**config.mk**
```make
export PLATFORM = sky130hd
export DESIGN_NAME = i2c_tx_sequencer
export DESIGN_NICKNAME = d
export VERILOG_FILES = /design/src/rtl/i2c_pkg.sv /design/src/rtl/i2c_cmd_fifo.sv /design/src/rtl/i2c_tx_sequencer.sv
export SDC_FILE = /design/constraint.sdc
export NUM_CORES = 1
export LEC_CHECK = 0
export ABC_CLOCK_PERIOD_IN_PS = 3690
export BUFFER_PORTS_ARGS = -buffer_cell sky130_fd_sc_hd__buf_2
export CORE_MARGIN = 2
export CORE_UTILIZATION = 62
export CTS_BUF_LIST = sky130_fd_sc_hd__clkbuf_4 sky130_fd_sc_hd__clkbuf_8
export DETAILED_ROUTE_END_ITERATION = 12
export GPL_TIMING_DRIVEN = 0
export MAX_ROUTING_LAYER = met4
export PLACE_DENSITY = 0.82
export SYNTH_ARGS = -nofsm -noshare
export SYNTH_HDL_FRONTEND = slang
export SYNTH_SLANG_ARGS = --single-unit
```
**constraint.sdc**
```tcl
create_clock -name CLK_IW -period 3.69 [get_ports CLK_IW]
set_input_delay 0 -clock CLK_IW [delete_from_list [all_inputs] [get_ports CLK_IW]]
set_output_delay 0 -clock CLK_IW [all_outputs]
set_load 0.02 [all_outputs]
```
**src/rtl/i2c_pkg.sv**
```systemverilog
// Shared definitions for the I2C write path: bus widths, the default
// acceptance timeout and the issue sequencer state encoding.
package i2c_pkg;

    localparam int I2C_ADDR_W      = 7;
    localparam int I2C_DATA_W      = 8;
    localparam int I2C_TIMEOUT_DEF = 4096;

    typedef enum logic [1:0] {
        IDLE      = 2'd0,
        ISSUE     = 2'd1,
        WAIT_DONE = 2'd2
    } seq_state_e;

endpackage

```
**src/rtl/i2c_cmd_fifo.sv**
```systemverilog
// Synchronous command FIFO holding {addr, data} words. The head word is
// read combinationally from storage (no prefetch register). Pushes into a
// full FIFO and pops from an empty FIFO are ignored here; the caller flags
// overflow. Occupancy is the single source of truth for full/empty.
module i2c_cmd_fifo #(
    parameter int DEPTH = 8,
    parameter int WIDTH = 15
) (
    input  logic                     clk,
    input  logic                     rst,
    input  logic                     push,
    input  logic [WIDTH-1:0]         wr_data,
    input  logic                     pop,
    output logic [WIDTH-1:0]         rd_data,
    output logic                     full,
    output logic                     empty,
    output logic [$clog2(DEPTH):0]   count
);

    localparam int PTR_W = $clog2(DEPTH);
    localparam int CNT_W = PTR_W + 1;

    logic [WIDTH-1:0] mem_r [DEPTH];
    logic [PTR_W-1:0] wr_ptr_r;
    logic [PTR_W-1:0] rd_ptr_r;
    logic [CNT_W-1:0] count_r;
    logic             push_ok_s;
    logic             pop_ok_s;

    assign full      = (count_r == CNT_W'(DEPTH));
    assign empty     = (count_r == {CNT_W{1'b0}});
    assign count     = count_r;
    assign rd_data   = mem_r[rd_ptr_r];
    assign push_ok_s = push & ~full;
    assign pop_ok_s  = pop & ~empty;

    // Storage write; contents need no reset because pointers define validity.
    always_ff @(posedge clk) begin
        if (push_ok_s) begin
            mem_r[wr_ptr_r] <= wr_data;
        end
    end

    // Pointer and occupancy bookkeeping; pointers wrap modulo DEPTH.
    always_ff @(posedge clk or posedge rst) begin
        if (rst) begin
            wr_ptr_r <= {PTR_W{1'b0}};
            rd_ptr_r <= {PTR_W{1'b0}};
            count_r  <= {CNT_W{1'b0}};
        end else begin
            if (push_ok_s) begin
                wr_ptr_r <= wr_ptr_r + PTR_W'(1);
            end
            if (pop_ok_s) begin
                rd_ptr_r <= rd_ptr_r + PTR_W'(1);
            end
            case ({push_ok_s, pop_ok_s})
                2'b10:   count_r <= count_r + CNT_W'(1);
                2'b01:   count_r <= count_r - CNT_W'(1);
                default: count_r <= count_r;
            endcase
        end
    end

endmodule

```
**src/rtl/i2c_tx_sequencer.sv**
```systemverilog
// Write-command queue and issue sequencer in front of the I2C master.
// Requests are buffered in i2c_cmd_fifo and handed to the master one at a
// time over its START/READY handshake. Address/data are registered when an
// entry is popped and held until the next pop, so they stay stable through
// the whole transaction. START is a register, so READY never reaches it
// combinationally.
module i2c_tx_sequencer
    import i2c_pkg::*;
#(
    parameter int DEPTH   = 8,
    parameter int ADDR_W  = I2C_ADDR_W,
    parameter int DATA_W  = I2C_DATA_W,
    parameter int TIMEOUT = I2C_TIMEOUT_DEF
) (
    input  logic                   CLK_IW,
    input  logic                   RST_IW,
    input  logic                   WR_EN_IW,
    input  logic [ADDR_W-1:0]      WR_ADDR_IW,
    input  logic [DATA_W-1:0]      WR_DATA_IW,
    output logic                   FULL_OW,
    output logic                   EMPTY_OW,
    output logic [$clog2(DEPTH):0] COUNT_OW,
    input  logic                   M_READY_IW,
    output logic                   M_START_OR,
    output logic [ADDR_W-1:0]      M_ADDR_OR,
    output logic [DATA_W-1:0]      M_DATA_OR,
    output logic                   BUSY_OW,
    output logic                   OVF_OR,
    output logic                   TMO_OR,
    input  logic                   ERR_CLR_IW
);

    localparam int WORD_W = ADDR_W + DATA_W;
    localparam int TMO_W  = $clog2(TIMEOUT) + 1;

    seq_state_e         state_r;
    seq_state_e         state_nxt_s;
    logic               m_start_r;
    logic               m_start_nxt_s;
    logic [ADDR_W-1:0]  m_addr_r;
    logic [ADDR_W-1:0]  m_addr_nxt_s;
    logic [DATA_W-1:0]  m_data_r;
    logic [DATA_W-1:0]  m_data_nxt_s;
    logic [TMO_W-1:0]   tmo_cnt_r;
    logic [TMO_W-1:0]   tmo_cnt_nxt_s;
    logic               ovf_r;
    logic               ovf_nxt_s;
    logic               tmo_r;
    logic               tmo_nxt_s;
    logic               tmo_evt_s;
    logic               ovf_evt_s;

    logic               fifo_pop_s;
    logic [WORD_W-1:0]  fifo_head_s;
    logic [WORD_W-1:0]  fifo_wr_word_s;
    logic               fifo_full_s;
    logic               fifo_empty_s;
    logic [$clog2(DEPTH):0] fifo_count_s;

    assign fifo_wr_word_s = {WR_ADDR_IW, WR_DATA_IW};

    i2c_cmd_fifo #(
        .DEPTH (DEPTH),
        .WIDTH (WORD_W)
    ) u_cmd_fifo (
        .clk     (CLK_IW),
        .rst     (RST_IW),
        .push    (WR_EN_IW),
        .wr_data (fifo_wr_word_s),
        .pop     (fifo_pop_s),
        .rd_data (fifo_head_s),
        .full    (fifo_full_s),
        .empty   (fifo_empty_s),
        .count   (fifo_count_s)
    );

    // Next-state, pop strobe, timeout counter and registered-output next values.
    always_comb begin
        state_nxt_s   = state_r;
        m_start_nxt_s = m_start_r;
        m_addr_nxt_s  = m_addr_r;
        m_data_nxt_s  = m_data_r;
        tmo_cnt_nxt_s = tmo_cnt_r;
        fifo_pop_s    = 1'b0;
        tmo_evt_s     = 1'b0;
        case (state_r)
            IDLE: begin
                if (!fifo_empty_s && M_READY_IW) begin
                    fifo_pop_s    = 1'b1;
                    m_addr_nxt_s  = fifo_head_s[WORD_W-1:DATA_W];
                    m_data_nxt_s  = fifo_head_s[DATA_W-1:0];
                    m_start_nxt_s = 1'b1;
                    tmo_cnt_nxt_s = {TMO_W{1'b0}};
                    state_nxt_s   = ISSUE;
                end else begin
                    state_nxt_s   = IDLE;
                end
            end
            ISSUE: begin
                if (!M_READY_IW) begin
                    m_start_nxt_s = 1'b0;
                    state_nxt_s   = WAIT_DONE;
                end else if (tmo_cnt_r == TMO_W'(TIMEOUT - 1)) begin
                    // Master never took the request: drop it (already popped).
                    m_start_nxt_s = 1'b0;
                    tmo_evt_s     = 1'b1;
                    state_nxt_s   = IDLE;
                end else begin
                    tmo_cnt_nxt_s = tmo_cnt_r + TMO_W'(1);
                end
            end
            WAIT_DONE: begin
                if (M_READY_IW) begin
                    state_nxt_s = IDLE;
                end else begin
                    state_nxt_s = WAIT_DONE;
                end
            end
            default: begin
                m_start_nxt_s = 1'b0;
                state_nxt_s   = IDLE;
            end
        endcase
    end

    // Sticky error flags; a new error event outranks a same-cycle clear.
    always_comb begin
        ovf_evt_s = WR_EN_IW & fifo_full_s;
        ovf_nxt_s = ovf_evt_s | (ovf_r & ~ERR_CLR_IW);
        tmo_nxt_s = tmo_evt_s | (tmo_r & ~ERR_CLR_IW);
    end

    // State and registered outputs.
    always_ff @(posedge CLK_IW or posedge RST_IW) begin
        if (RST_IW) begin
            state_r   <= IDLE;
            m_start_r <= 1'b0;
            m_addr_r  <= {ADDR_W{1'b0}};
            m_data_r  <= {DATA_W{1'b0}};
            tmo_cnt_r <= {TMO_W{1'b0}};
            ovf_r     <= 1'b0;
            tmo_r     <= 1'b0;
        end else begin
            state_r   <= state_nxt_s;
            m_start_r <= m_start_nxt_s;
            m_addr_r  <= m_addr_nxt_s;
            m_data_r  <= m_data_nxt_s;
            tmo_cnt_r <= tmo_cnt_nxt_s;
            ovf_r     <= ovf_nxt_s;
            tmo_r     <= tmo_nxt_s;
        end
    end

    assign M_START_OR = m_start_r;
    assign M_ADDR_OR  = m_addr_r;
    assign M_DATA_OR  = m_data_r;
    assign OVF_OR     = ovf_r;
    assign TMO_OR     = tmo_r;
    assign BUSY_OW    = (state_r != IDLE);
    assign FULL_OW    = fifo_full_s;
    assign EMPTY_OW   = fifo_empty_s;
    assign COUNT_OW   = fifo_count_s;

endmodule
```
==> summary.txt, run 1 <==
Routing
  • DR pass1 iterations: 4
  • Via count: 3793
  • Via/cell ratio: 5.97
  • DRC violations left: 0
  • DRT iter0 DRCs: between 200 and 300
  • Average wire per standard cell: 20.2 um
  • Detail Route Antenna Nets: 0
  • Post-Route WL: 12800 um

Worst hold path
  • WHS Endpoint: TMO_OR
  • Worst Hold Launch: ERR_CLR_IW
  • Min-Delay Path Class: input port to flop
  • Hold Path Depth: 3

Timing
  • Final Skew: 0.0127 ns
  • Worst slew pin tran: 0.911 ns
  • Relative slew slack: 0.389
  • Unrepaired setup endpoints after global routing: no
  • Endpoints failing hold: 0
  • Final Max Tran Viols: 0
  • Final WS setup: 0.500 ns
  • # setup viols final: 0
  • Tmin final: about 3.2 ns
  • Fmax: between 300 and 400 MHz
  • Hold_ws: 0.349 ns
  • Post-route clock period utilization: 0.864

Die
  • Die width: approximately 110 um
  • Die height: 107 um
  • Io pins: 45
  • Cell row count: 37
  • DIE AREA: 0.0115 mm^2
  • Area of the core: 0.0104 mm^2
  • Starting Density: 0.639

Pwr
  • Power Total: 5740 uW
  • P_sw: 1930 uW
  • Combinational share of power: 0.337
  • Power Internal: 3810 uW
  • Leakage: around 0.0029 uW
  • Switching share of power: 0.337
  • VDD IR max: 0.685 mV
  • Cell Pwr Density: 737 mW/mm^2
  • Sequential Power Share: 0.442
  • Clock power frac: 0.221

Clocking
  • CTS Buf Count: 17
  • Clock Path Buffers: 2
  • Clk root buf: clkbuf_8
  • CTS tree: yes
  • Clock slew at reported path FFs: 0.09 ns
  • Post-CTS setup buffer count: 0
  • Clk_lat worst skew: about 0.45 ns
  • Htree depth: 4
  • Clock sinks: 163

Setup path
  • R2r setup slk: 0.50 ns
  • CP max stage cell: clkbuf_1
  • Worst Reg-to-Reg Cells: 12
  • CP endpoint kind: flop
  • Worst path arrival time: 3.52 ns
  • Origin of the critical flop-to-flop path: state_r[0]
  • Startpoint types: flop
  • CP cell instances: inv_1 > ha_1 > nand2_1 > nor2_2 > clkbuf_1 > ha_1 > xor2_1 > ha_1 > a21oi_1 > xor2_1 > nor2_1 > xor2_1
  • Req. time, crit path: 4.02 ns
  • Max incr delay on CP: 0.52 ns
  • Crit-path max FO: 11
  • CP Class: flop to flop
  • Reg2reg end: u_cmd_fifo.count[2]

Global routing
  • Vias in the first global route: between 3k and 4k
  • Total gr overflow: 0
  • Pin count of the biggest net entering global routing: 38
  • First-pass GRT wire length: 20700 um
  • Total global-route track usage: 0.256
  • Initial antenna violation count: 0

Yosys
  • Cell count after synthesis: 391
  • Netlist Area Pre-Place: approximately 0.0066 mm^2
  • Warnings from Yosys: 0
  • #FFs+latches synth: 163
  • Largest cells by area after synthesis: edfxtp_1, dfrtp_1, mux4_2, mux2i_1, ha_1
  • Post-synth EDFFs: 120
  • Top cells by count, synth: edfxtp_1, dfrtp_1, mux4_2, nor2_1, a21oi_1
  • Syn Area/Cell: ~17 um^2
  • Top-count cell post-synth: edfxtp_1
  • Syn nets: 421
  • Unique masters post-synth: 45
  • Largest area contributor in the netlist: edfxtp_1
  • Top cell type's share of synthesized area: 0.544
  • Post-synth ARST share: 0.264
  • Main synth FF type: edfxtp_1
  • Sequential share of the synthesized area: 0.707

Finish
  • Reg area: between 0.004 and 0.005 mm^2
  • Layout cell share with drive strength beyond 1: 0.283
  • Final net count: 516
  • Area grow syn2layout: 17.7%
  • Fillers: roughly 600
  • Area of the multi-input gates: 0.00187 mm^2
  • Layout Utilization: 0.752
  • Antenna cells: 0

Place
  • GP Congestion: 0.849
  • PortBufs: between 40 and 50
  • Post-place setup slack: 0.340 ns
  • Hpwl dp: slightly above 8000 um

Run status
  • Outcome: finished clean

Flow run
  • Max Cap Violations: 0
metrics by stage:
step | instances | area [um^2] | TNS, ns
2_1_floorplan | 391 | 6620 | 0
3_3_place_gp | 571 | 7010 | -11.06
3_5_place_dp | 582 | 7190 | 0
4_1_cts | 635 | 7790 | 0
5_1_grt | 635 | 7800 | 0
6_report | 635 | 7800 | 0
critical path, delay by kind of cell (launching register included):
family | cells | cell delay, ns
flip-flops | 1 | 0.43
adder cells (fa/ha/maj) | 3 | 0.83
AO/OA/AOI/OAI | 1 | 0.15
buffers and inverters | 2 | 0.62
XOR/XNOR | 3 | 0.42
AND/OR/NAND/NOR | 3 | 0.62
per-layer routing:
metal	vias to the layer above	global-route usage	part of all wire
li1	1734	-	-
met1	1933	0.332	0.43
met2	110	0.411	0.51
met3	16	0.0636	0.052
met4	0	0.0751	0.012
met5	-	-	0
area by class of cell:
| class | count | share of cell area |
|---|---|---|
| tap | 136 | 0.0218 |
| multi-input combinational | 202 | 0.240 |
| inverter | 10 | 0.00481 |
| buffer | 16 | 0.00899 |
| sequential | 163 | 0.600 |
| timing repair buffer | 76 | 0.0737 |
| clock buffer | 18 | 0.0310 |
| clock inverter | 14 | 0.0194 |
power groups by stage:
stage / sequential [uW] / combinational (uW) / clock, uW
5_1_grt: 2580 / 2120 / 1360
3_3_place_gp: 2560 / 1790 / 0
3_5_place_dp: 2580 / 1920 / 0
2_1_floorplan: 2670 / 1210 / 0
4_1_cts: 2540 / 1950 / 1280
6_report: 2540 / 1940 / 1270
state kept, by name (all words and copies together), names as in the netlist, 2 cells and up:
signal,count
M_ADDR_OR,7
M_DATA_OR,8
state_r,2
tmo_cnt_r,13
u_cmd_fifo.count,4
u_cmd_fifo.mem_r,120
u_cmd_fifo.rd_ptr_r,3
u_cmd_fifo.wr_ptr_r,3
layout by cell type (no fill, tap or decap), types with 3 or more instances in the layout:
cell type / synthesis / routed
nand4_1: 4 / 4
dlygate4sd3_1: 0 / 21
nor2_1: 24 / 20
nor3_2: 0 / 4
nand3_1: 5 / 5
clkbuf_1: 8 / 8
inv_1: 9 / 8
clkinv_2: 0 / 3
mux2i_1: 15 / 15
o31ai_1: 15 / 15
or4_1: 3 / 3
clkbuf_8: 0 / 17
ha_1: 10 / 10
buf_2: 7 / 51
xnor2_1: 4 / 4
o31a_1: 3 / 3
edfxtp_1: 120 / 120
a21oi_1: 20 / 20
buf_6: 0 / 7
nand2_1: 15 / 15
nand2b_1: 3 / 3
buf_8: 0 / 3
o21ai_0: 12 / 12
xor2_1: 5 / 5
o21a_1: 3 / 3
mux4_2: 30 / 30
inv_6: 0 / 3
nor2_2: 0 / 4
dfrtp_1: 43 / 43
worst max-delay path by stage:
stage / startpoint / endpoint / slack (ns) / cells past startpoint
2_1_floorplan: u_cmd_fifo.count[1] / u_cmd_fifo.mem_r[0][0] / 0.49 / 5
3_3_place_gp: u_cmd_fifo.count[1] / u_cmd_fifo.mem_r[0][12] / -0.74 / 5
3_5_place_dp: state_r[0] / u_cmd_fifo.count[2] / 0.34 / 12
4_1_cts: state_r[0] / u_cmd_fifo.count[2] / 0.30 / 12
5_1_grt: state_r[0] / u_cmd_fifo.count[2] / 0.22 / 12
6_report: state_r[0] / u_cmd_fifo.count[2] / 0.50 / 12
cell families (layout without fill, tap and decap cells):
| group | Yosys count | after routing | synth area share |
|---|---|---|---|
| and+or+nand+nor | 73 | 73 | 0.0569 |
| muxes | 48 | 48 | 0.130 |
| AOI/OAI and AO/OA | 62 | 62 | 0.0591 |
| DFF | 163 | 163 | 0.707 |
| buffers and inverters | 26 | 134 | 0.0162 |
| xor gates and xnor gates | 9 | 9 | 0.0119 |
| adders and majority gates | 10 | 10 | 0.0189 |
timing repair:
| item | in CTS | in global routing |
|---|---|---|
| gates resized for setup | 0 | 1 |
| endpoints found under the hold margin | 169 | 0 |
| hold buffers | 21 | 0 |
| endpoints found under the setup margin | 0 | 1 |
No activity file was read; power rests on OpenSTA's default activity.
==> run 2, diff against run 1 <==
- ABC_AREA: not set -> 1
- CORE_UTILIZATION: 62 -> 63
- CTS_CLUSTER_DIAMETER: not set -> 60
- PLACE_DENSITY: 0.82 -> 0.83
==> summary.txt, run 2 <==
Timing
  • Final Max Tran Viols: 0 (unchanged)
  • Relative slew slack: 0.306 (-0.0830)
  • Fmax: 366 MHz (+17%)
  • Endpoints failing hold: 0 (unchanged)
  • Tmin final: 2.73 ns (-0.456 ns)
  • Hold_ws: 0.0668 ns (-0.282 ns)
  • Final Skew: 0.0114 ns (-0.00129 ns)
  • Worst slew pin tran: 1.04 ns (+0.128 ns)
  • Post-route clock period utilization: 0.741 (-0.124)
  • Setup TNS: 0 ns (unchanged)
  • Unrepaired setup endpoints after global routing: no
  • # setup viols final: 0 (unchanged)

Finish
  • Fillers: 675 (+9.8%)
  • Area grow syn2layout: 15.7%
  • Commonest non-fill, non-tap cell in the layout: edfxtp_1
  • Most frequent cells in the layout: edfxtp_1, nor2_1, nand2_1, o21ai_0, buf_2
  • Layout cell share with drive strength beyond 1: 0.141 (-0.142)
  • Largest register FFs: 120 (unchanged)
  • Fin area: 0.00800 mm^2 (+2.6%)
  • Reg area: 0.00468 mm^2 (unchanged)
  • Antenna cells: 0 (unchanged)
  • Layout Utilization: 0.741 (-0.0106)
  • Area of the multi-input gates: 0.00201 mm^2 (+7.3%)
  • Final net count: 750 (+45%)
  • Register bank with the most flops: u_cmd_fifo.mem_r

Clocking
  • CTS tree: yes
  • CTS Buf Count: 17 (unchanged)
  • Clock slew at reported path FFs: 0.08 ns (about the same)
  • Htree depth: 4 (unchanged)
  • Clock sinks: 163 (unchanged)
  • Post_cts resized: 0 (unchanged)
  • Clk root buf: clkbuf_8
  • Clock Path Buffers: 2 (unchanged)
  • Clk_lat worst skew: 0.45 ns (about the same)
  • CTS Hold Bufs: 20 (-4.8%)
  • Post-CTS setup buffer count: 0 (unchanged)

Die
  • Starting Density: 0.641 (+0.00210)
  • Cell row count: 38 (+2.7%)
  • DIE AREA: 0.0118 mm^2 (+2.7%)
  • Die height: 109 um (+1.3%)
  • Area of the core: 0.0108 mm^2 (+4.1%)
  • Die width: 109 um (+1.3%)
  • Io pins: 45 (unchanged)

Routing
  • Via count: 5214 (+37%)
  • DRT iter0 DRCs: 639 (+130%)
  • DR pass1 iterations: 5 (+1)
  • Post-Route WL: 16600 um (+29%)
  • Via/cell ratio: 5.97 (about the same)
  • DRC violations left: 0 (unchanged)
  • Detail Route Antenna Nets: 0 (unchanged)
  • Average wire per standard cell: 19.0 um (-6.1%)

Place
  • Placed cell area: 0.00735 mm^2 (+2.2%)
  • GP Congestion: 0.899 (+5.9%)
  • Hpwl dp: 10100 um (+22%)
  • PortBufs: 44 (unchanged)

Pwr
  • VDD IR max: 0.557 mV (-19%)
  • Leakage: 0.00315 uW (+10%)
  • Cell Pwr Density: 792 mW/mm^2 (+7.5%)

Yosys
  • Cell count after synthesis: 636 (+63%)
  • #FFs+latches synth: 163 (unchanged)
  • Largest cells by area after synthesis: edfxtp_1, dfrtp_1, nor2_1, nand2_1, o21ai_0
  • Sequential share of the synthesized area: 0.677 (-0.0299)
  • Top cells by count, synth: nor2_1, edfxtp_1, nand2_1, o21ai_0, dfrtp_1
  • Unique masters post-synth: 28 (-38%)
  • Post-synth EDFFs: 120 (unchanged)
  • Largest area contributor in the netlist: edfxtp_1
  • Top-count cell post-synth: nor2_1
  • Syn nets: 666 (+58%)
  • Warnings from Yosys: 0 (unchanged)
  • Syn Area/Cell: 10.9 um^2 (-36%)
  • Main synth FF type: edfxtp_1
  • Netlist Area Pre-Place: 0.00692 mm^2 (+4.4%)
  • Post-synth ARST share: 0.264 (unchanged)
  • Top cell type's share of synthesized area: 0.521 (-0.0230)

Global routing
  • Total global-route track usage: 0.299 (+0.0430)
  • First-pass GRT wire length: 25000 um (+21%)
  • Vias in the first global route: 5024 (+29%)
  • Total gr overflow: 0 (unchanged)
  • Pin count of the biggest net entering global routing: 30 (-21%)
  • Initial antenna violation count: 0 (unchanged)

Setup path
  • Req. time, crit path: 4.02 ns (about the same)
  • Origin of the critical flop-to-flop path: state_r[0]
  • R2r setup slk: 0.96 ns (+0.46 ns)
  • Worst path arrival time: 3.07 ns (-0.45 ns)
  • Startpoint types: flop
  • CP endpoint kind: flop
  • Worst Reg-to-Reg Cells: 13 (+1)
  • Reg2reg end: u_cmd_fifo.count[2]
  • CP Class: flop to flop
  • Crit-path max FO: 11 (unchanged)

Flow run
  • Max Cap Violations: 0 (unchanged)

Worst hold path
  • Min-Delay Path Class: input port to asynchronous set/reset pin

Run status
  • Outcome: finished clean
## run 2: cell count changes after synthesis, moves of 21 or more
cell | previous run | this run
nand2_1 | 15 | 113
nor2_1 | 24 | 122
o21ai_0 | 12 | 68
nand3_1 | 5 | 38
mux4_2 | 30 | 0
o211ai_1 | 0 | 30
inv_1 | 9 | 30
## run 2: cell families (layout without fill, tap and decap cells)
kind of cell / count (synthesis) / count (layout) / share of synthesized area
AOI/OAI and AO/OA: 105 / 105 / 0.0874
and+or+nand+nor: 291 / 291 / 0.173
DFF: 163 / 163 / 0.677
buffers and inverters: 60 / 157 / 0.0358
adders and majority gates: 10 / 10 / 0.0181
xor gates and xnor gates: 7 / 7 / 0.00887
## run 2: cell type report
| class | count | share of cell area |
|---|---|---|
| inverters | 32 | 0.0150 |
| plain buffers | 28 | 0.0160 |
| repair buffers | 65 | 0.0551 |
| clock buffers | 21 | 0.0330 |
| multi-input cells | 413 | 0.251 |
| well taps | 140 | 0.0219 |
| clock inverters | 11 | 0.0231 |
| flip-flops and latches | 163 | 0.585 |
## run 2: layer usage
metal | track usage | vias to the layer above | routed length, um
met5 | - | - | 0
met4 | 0.125 | 0 | 466
met3 | 0.0622 | 56 | 1290
met2 | 0.500 | 291 | 8390
met1 | 0.356 | 2501 | 6420
li1 | - | 2366 | -
## run 2: how the worst max path moves through the flow
| stage | to | startpoint |
|---|---|---|
| global route | u_cmd_fifo.count[2] | state_r[0] |
| CTS | u_cmd_fifo.mem_r[2][3] | u_cmd_fifo.count[0] |
| detailed placement | u_cmd_fifo.count[2] | state_r[0] |
| global placement | u_cmd_fifo.mem_r[4][13] | u_cmd_fifo.count[0] |
| finish | u_cmd_fifo.count[2] | state_r[0] |
| floorplan | u_cmd_fifo.count[2] | u_cmd_fifo.count[0] |
## run 2: stage by stage
stage	cells	power, uW	setup WS [ns]
3_3_place_gp	820	4680	1.06
5_1_grt	873	6630	0.720
6_report	873	6340	0.956
4_1_cts	873	6280	0.948
2_1_floorplan	636	4040	1.49
3_5_place_dp	821	4820	1.00
## run 2: where the power goes
group          internal (uW)  total, uW  switching [uW]
Combinational            695       2370            1680
Sequential              2350       2520             165
Clock                    829       1450             619
Total                   3870       6340            2460
## run 2: critical path, stage by stage (launching register included)
cell and delay (ns):
dfrtp_1 0.41, inv_1 0.11, ha_1 0.24, nand3_2 0.28, inv_2 0.31, buf_4 0.27, ha_1 0.23, nand2_1 0.07
inv_1 0.08, nor2_1 0.05, ha_1 0.17, a21oi_1 0.16, xor2_1 0.15, o21ai_0 0.08
